## src/rtl/ntt_delay_line.sv

```systemverilog
// Multi-lane delay line for aligning NTT butterfly operands with the modular
// multiplier pipeline. Depth is selectable at run time up to MAX_DEPTH, each
// stage carries its own valid bit, and the number of valid samples inside the
// active window is reported as occupancy.
module ntt_delay_line #(
  parameter  int unsigned WIDTH     = 24,
  parameter  int unsigned LANES     = 4,
  parameter  int unsigned MAX_DEPTH = 8,
  parameter  int unsigned DEF_DEPTH = 5,
  localparam int unsigned DW        = $clog2(MAX_DEPTH + 1),
  localparam int unsigned BW        = LANES * WIDTH
) (
  input  logic          clk,
  input  logic          rst_n,
  input  logic          en,
  input  logic          flush,
  input  logic          cfg_ld,
  input  logic [DW-1:0] cfg_depth,
  input  logic          in_valid,
  input  logic [BW-1:0] in_data,
  output logic          out_valid,
  output logic [BW-1:0] out_data,
  output logic [DW-1:0] depth,
  output logic [DW-1:0] occupancy,
  output logic          cfg_err
);

  logic [BW-1:0]        data_q [MAX_DEPTH];
  logic [BW-1:0]        data_d [MAX_DEPTH];
  logic [MAX_DEPTH-1:0] vld_q;
  logic [MAX_DEPTH-1:0] vld_d;
  logic [DW-1:0]        depth_q;
  logic [DW-1:0]        depth_d;
  logic [DW-1:0]        occ_q;
  logic [DW-1:0]        occ_d;
  logic                 err_q;
  logic                 err_d;

  logic                 adv;
  logic                 cfg_ok;
  logic [DW-1:0]        depth_clamped;

  assign depth     = depth_q;
  assign occupancy = occ_q;
  assign cfg_err   = err_q;

  // Output tap: select stage depth_q-1 straight from the stage registers.
  always_comb begin
    out_valid = 1'b0;
    out_data  = '0;
    for (int unsigned k = 0; k < MAX_DEPTH; k++) begin
      if (depth_q == DW'(k + 1)) begin
        out_valid = vld_q[k];
        out_data  = data_q[k];
      end
    end
  end

  // Clamp the requested depth into the legal range 1..MAX_DEPTH.
  always_comb begin
    if (cfg_depth == '0) begin
      depth_clamped = DW'(1);
    end else if (cfg_depth > DW'(MAX_DEPTH)) begin
      depth_clamped = DW'(MAX_DEPTH);
    end else begin
      depth_clamped = cfg_depth;
    end
  end

  // Next-state: shift, then let flush and an accepted reconfiguration override
  // the valid bits and occupancy (flush > cfg_ld > en).
  always_comb begin
    data_d  = data_q;
    vld_d   = vld_q;
    depth_d = depth_q;
    occ_d   = occ_q;
    err_d   = 1'b0;

    adv    = en & ~flush;
    cfg_ok = cfg_ld & ((occ_q == '0) | flush);

    if (adv) begin
      data_d[0] = in_data;
      vld_d[0]  = in_valid;
      for (int unsigned k = 1; k < MAX_DEPTH; k++) begin
        data_d[k] = data_q[k-1];
        vld_d[k]  = vld_q[k-1];
      end
      if (in_valid && !out_valid) begin
        occ_d = occ_q + DW'(1);
      end else if (!in_valid && out_valid) begin
        occ_d = occ_q - DW'(1);
      end
    end

    if (flush) begin
      vld_d = '0;
      occ_d = '0;
    end

    // An accepted depth change invalidates everything behind stage 0, so the
    // window only ever holds what entered s[0] this very cycle.
    if (cfg_ld) begin
      if (cfg_ok) begin
        depth_d = depth_clamped;
        for (int unsigned k = 1; k < MAX_DEPTH; k++) begin
          vld_d[k] = 1'b0;
        end
        occ_d = (adv && in_valid) ? DW'(1) : '0;
      end else begin
        err_d = 1'b1;
      end
    end
  end

  // State registers with asynchronous active-low clear.
  always_ff @(posedge clk or negedge rst_n) begin
    if (!rst_n) begin
      for (int unsigned k = 0; k < MAX_DEPTH; k++) begin
        data_q[k] <= '0;
      end
      vld_q   <= '0;
      depth_q <= DW'(DEF_DEPTH);
      occ_q   <= '0;
      err_q   <= 1'b0;
    end else begin
      for (int unsigned k = 0; k < MAX_DEPTH; k++) begin
        data_q[k] <= data_d[k];
      end
      vld_q   <= vld_d;
      depth_q <= depth_d;
      occ_q   <= occ_d;
      err_q   <= err_d;
    end
  end

endmodule

```

## config.mk

```make
export PLATFORM = sky130hd
export DESIGN_NAME = ntt_delay_line
export DESIGN_NICKNAME = d
export VERILOG_FILES = /design/src/rtl/ntt_delay_line.sv
export SDC_FILE = /design/constraint.sdc
export NUM_CORES = 2
export LEC_CHECK = 0
export BUFFER_PORTS_ARGS = -buffer_cell sky130_fd_sc_hd__buf_2
export CAP_MARGIN = 20
export CORE_MARGIN = 3
export CORE_UTILIZATION = 45
export CTS_CLUSTER_SIZE = 40
export DETAILED_ROUTE_END_ITERATION = 6
export SYNTH_ARGS = -nofsm -noshare
export SYNTH_HDL_FRONTEND = slang
export SYNTH_SLANG_ARGS = --single-unit
```

## constraint.sdc

```tcl
create_clock -name clk -period 4.5 [get_ports clk]
set_clock_uncertainty 0.1 [all_clocks]
set_input_delay 1.125 -clock clk [delete_from_list [all_inputs] [get_ports clk]]
set_output_delay 1.125 -clock clk [all_outputs]
set_load 0.1 [all_outputs]
```

* Word level (Yosys, flattened, before mapping) *
Index checks and enable logic that the tools add are counted.

storage, ports and cells
  RAM bits = 0
  input bits = 106
  memories = 0
  latch bits = 0
  output and inout port bits = 106
  word-level logic and storage cells = 68
  bits in registers = 785
  memory bits (read-only) = 0

operators by class
  reduce and logical (&&, ||, !) cells = 9
  shifts and indexed selects = 0
  eq/ne operators = 8
  magnitude comparators = 1
  multiply operators = 0
  muxes and demuxes = 31
  add/subtract/negate cells = 2
  bitwise logic cells = 4
  div/mod/pow operators = 0

operator list
  operator               number
  $mux W96               8
  $mux W4                8
  $eq A4 B3 Y1 const B   4
  $mux W8                2
  $mux W7                2
  $mux W1                11
  $eq A4 B2 Y1 const B   2
  $logic_not A4 Y1       2
  $add A4 B1 Y4 const B  1
  $eq A4 B1 Y1 const B   1
  $eq A4 B4 Y1 const B   1
  $gt A4 B4 Y1 const B   1
  $sub A4 B1 Y4 const B  1
  $logic_and A1 B1 Y1    3
  $and A1 B1 Y1          2
  $logic_not A1 Y1       2
  $reduce_and A2 Y1      1
  $reduce_bool A2 Y1     1
  $not A1 Y1             1
  $or A1 B1 Y1           1

* Depth between registers and ports, before layout *
  depth in word-level cells = 16
  gate-level depth with buffers = 9
  mapped depth without buffers = 8

* Worst setup path after synthesis *
No wires, ideal clock.

  kind = register to output
  from = register depth_q[0] (netlist: depth[0])
  to = output out_data[94]
  setup slack = -1.631 ns
  path buffers = 3
  stages on the path, launching flop included = 7
  required time = 3.275 ns
  data arrival time = 4.906 ns
  path through = dfstp_2 > buf_2 > nor2b_1 > clkbuf_1 > clkbuf_1 > a221oi_1 > o41ai_1

on the way
  longest elaborated chain between the ends = 9
  elaborated cells on any way between the ends = 16
  classes of those cells = 8 x eq/ne; 8 x mux

RTL lines
  element                 line  RTL
  from (decl)             32    logic [DW-1:0] depth_q;
  from (signal assigned)  123   depth_q <= DW'(DEF_DEPTH);
  from (signal assigned)  131   depth_q <= depth_d;
  $eq A4 B1 Y1            52    if (depth_q == DW'(k + 1)) begin
  $mux W96 (7 in series)  52
  $mux W96 (*)            52
  to (decl)               22    output logic [BW-1:0] out_data,

Mark *: on every way between the ends. The rest lies on a longest branch, timed or not.

* Worst setup path in the final report *
  from = register depth_q[2] (netlist: depth[2])
  to = output out_data[14]

Same word-level chain as after synthesis.

==> results.txt <==
The final layout contains routed wiring with a total length of 76000 um. The timing-limited maximum frequency came out at 229 MHz. The tightest hold path in the finished design has a slack of 0.404 ns.

The initial utilization of the core area, before any placement, comes to 45.6%. The tools report the instance count of the mapped netlist as 2322. The CTS root buffer was sky130_fd_sc_hd__clkbuf_16. The number of fillers in the final layout is 6002. For this design the static power due to leakage is 0.0173 uW. The longest clock path from root to sink contains 3 buffers. The predominant post-synthesis flop cell was sky130_fd_sc_hd__dfrtp_1.

For this run, design rule violations remaining after detail routing come to 0. The critical path contains buffers and inverters numbering 3 combined. The internal power of the cells is 17800 uW, and the synthesized net count is 2430. The initial antenna violation count came out at 7. Setup violations remaining at the end of the flow were counted as 0. The post-CTS clock slew at the launch and capture registers of the worst setup and hold paths works out to 0.05 ns.

The tools report the yosys synthesis warning count as 0. At the pin with the least slew margin, the transition time is 0.991 ns. The critical path goes through nand2b_2, nor3_4, buf_12, buf_4, a22oi_1, nand3_1, a221o_1, buf_12.

The worst-case vdd ir drop was 0.000370 V; the number of maximum-capacitance violations was 0. In the final routed layout, each cell accounts on average for 21.4 um. The flow ran to the end, and the final reports show no timing, DRC or antenna violations. Summing over every cut layer, the via total after detailed routing is 20.3k. The number of global-route vias before repair was 21.6k; the share of final-layout standard cells stronger than drive strength 1 was 47.5%.

The cell that appears most often on the critical path is sky130_fd_sc_hd__buf_12. For the portion of total power attributed to combinational logic, the log shows 29.1%. The number of buffers added on ports was 211.

The clock reaches the later pin of the worst-skew pair after 0.64 ns. The mean cell area of the mapped netlist came out at 14.3 sq um. On the worst path, the slowest cell contributes a delay of 0.69 ns. Sequential cells account for 43.8% of the total power. For this design the top-level I/O count stands at 212. The analysis attributes to net switching a power of 8840 uW.

The number of different library cells used by synthesis comes to 40. The fraction of power consumed by the clock network is 27.1%, and the endpoint arrival time on the critical path is 3.14 ns. Entering global routing, the biggest net connects 146 pins.

The total iterations of the first detailed-routing run was 4. Largest family of logic cells by synthesized area: multiplexers. In this run, the number of DRC markers left after iteration 0 of detailed routing was 1160.

After floorplanning, the core was divided into 99 placement rows. The width of the die was 278 um; the max-slew headroom at the worst pin was 33.9%. The die is 278 um tall. Of the total synthesized cell area, the portion taken by XOR and XNOR cells is 0.0263%.

Cell with the largest stage delay on the worst path: sky130_fd_sc_hd__dfstp_2. The minimum clock period is 4.37 ns. Yosys attributes the largest share of cell area to sky130_fd_sc_hd__dfrtp_1 (59%), sky130_fd_sc_hd__mux2_2 (26%), sky130_fd_sc_hd__a22oi_1 (6.7%), sky130_fd_sc_hd__a221o_1 (2.5%), sky130_fd_sc_hd__clkbuf_1 (1.9%). Global routing consumed, over all layers together, 19.6% of the routing resources. For this run, asynchronously set or reset flops after synthesis account for 100%. The first global-routing pass estimated 122000 um of wire.

The tightest min-delay check is of the flop to flop type. The final layout contains 2621 nets. For this run the aggregate overflow at the end of global routing stands at 0. Net switching is 33.2% of the power. STA classifies the critical path endpoint as an output pin. After floorplanning, the core was sized to cover 73100 sq um.

The number of levels the H-tree was split into came out at 3. After synthesis the netlist holds a flip-flop and latch count of 785. The biggest area contributor in the post-synthesis netlist is sky130_fd_sc_hd__dfrtp_1. TritonCTS built the clock tree. The run gives 59.0% as the portion of the post-synthesis area used by sequential elements. The final number of hold-violating endpoints was 0; the clock sink total was 785. In the routed layout, each cell is associated on average with a via count of 5.73.

On the critical path the largest part of the delay comes from simple AND/OR/NAND/NOR gates. The synthesized design contains 0 enable-type register cells. The floorplan die area was 77300 sq um. The detailed placement HPWL came out at 44900 um. The max-slew violation count came out at 0. The proportion of netlist area held by the largest area contributor is 58.9%. Startpoint kind of the worst setup timing path: a flop.

At the worst endpoint, the required time is 3.27 ns. The critical path is of the flop to output pin type. Measured against the total synthesized area, the mux share comes to 26.4%. The post-route antenna net violation count was 0. Relative to the synthesized area, the layout overhead comes to 20.5%. The maximum fanout along the worst path is 32, and the final RePlAce weighted congestion is 0.746.

Summing the areas of all and, or, nand and nor instances in the mapped netlist gives 2.21% of the synthesized area. The run gives 54.9% as the core utilization of the finished layout. In this run, CTS created clock tree buffers numbering 85. The minimum setup slack among reg-to-reg paths was 1.70 ns; the cell area power density was 664 nW/um^2. Setup repair after global routing could not meet its margin everywhere. The area fraction in compound gates after synthesis is 10.2%, and the fraction of the mapped netlist area in adder cells is 0.0752%. Dividing the final minimum period by the clock period gives 97.1%. The synthesized netlist occupies a cell area of 33300 sq um.
[flip-flops by register name, indices dropped and copies added, names as in the netlist]
register	flops
depth	4
data_q	768
vld_q	8
occupancy	4
cfg_err	1
[stage by stage]
stage	setup slack, ns	setup TNS, ns	total power [uW]	cells	area (sq um)
floorplan	-0.293	-0.293	16800	2322	33300
global placement	0.585	0	19200	3383	37100
detailed placement	0.546	0	19600	3383	37100
CTS	0.00522	0	26900	3540	40100
global route	-0.00699	-0.00699	28000	3544	40100
finish	0.132	0	26600	3546	40100
[what timing repair did]
action	4_1_cts	5_1_grt
endpoints found under the setup margin	39	23
gates cloned	0	1
buffers inserted	0	1
hold buffers	0	0
resized for setup	3	6
[power by group through the flow]
stage	Sequential, uW	Clock (uW)	Combinational, uW
global route	12100	7720	8190
detailed placement	11800	0	7800
floorplan	11200	0	5620
global placement	11600	0	7610
CTS	11700	7430	7830
finish	11700	7210	7740
[path summary, 6_finish.rpt]
kind | cells after the start | to | start
min in group asynchronous | 1 | data_q[183]$_DFFE_PN0P_ | rst_n
worst max-delay path | 8 | out_data[14] | depth[2]$_DFFE_PN1P_
worst min-delay path | 1 | data_q[89]$_DFFE_PN0P_ | data_q[89]$_DFFE_PN0P_
worst max register to register | 6 | occupancy[2]$_DFF_PN0_ | depth[1]$_DFFE_PN0P_
worst min register to register | 1 | data_q[89]$_DFFE_PN0P_ | data_q[89]$_DFFE_PN0P_
max in group asynchronous | 2 | data_q[129]$_DFFE_PN0P_ | rst_n
[cells by family (layout without fill, tap and decap cells)]
group / count (synthesis) / count (layout)
DFF: 785 / 785
muxes: 781 / 781
AOI/OAI and AO/OA: 425 / 425
buffers and inverters: 185 / 446
and+or+nand+nor: 143 / 143
adders and majority gates: 2 / 2
xor gates and xnor gates: 1 / 1
other: 0 / 4
[routing by layer]
metal / vias to the layer above / global-route usage, % / routed length, um
met4: 6 / 5.39 / 1650
met5: - / 0 / 34
li1: 9214 / - / -
met1: 10700 / 26.3 / 33600
met2: 328 / 32.9 / 37500
met3: 113 / 3.83 / 3200
[synth_stat cells (all sizes together) (2+ instances only)]
cell type  count
a221oi         2
nor2          18
nand2         12
mux2i         11
o221a         11
nand2b         6
a22oi        297
nor4           2
nand3         87
clkbuf       167
inv            5
buf           13
dfstp          2
a21oi          3
nor3           4
nor2b          3
o21ai         20
or3            2
nor3b          4
mux2         770
ha             2
dfrtp        783
a221o         84
[layout make-up]
class                           instances  area (sq um)  area share [%]
Inverter                                5          18.8          0.0468
Clock buffer                          128          2500            6.23
Antenna cell                            4          10.0          0.0250
Sequential cell                       785         19700            49.0
Timing Repair Buffer                  284          3220            8.03
Clock inverter                         29           439            1.09
Tap cell                              959          1200            2.99
Multi-Input combinational cell       1352         13100            32.6
[placed cells by master (no fill, tap or decap), drive strengths merged, types with 6 or more instances in the layout]
cell type,instances
nand2b,6
buf,283
nand2,12
a22oi,297
a221o,84
dfrtp,783
clkinv,13
bufinv,9
nor2,18
mux2i,11
clkbuf,129
mux2,770
nand3,87
inv,10
o21ai,20
o221a,11
[worst register-to-register path, delay by kind of cell (launching register included)]
family | cells | cell delay [ns]
buffers and inverters | 1 | 0.36
DFF | 1 | 0.53
AOI/OAI and AO/OA | 2 | 0.64
and+or+nand+nor | 2 | 0.70
muxes | 1 | 0.38
Power figures use the tool's default switching activity.
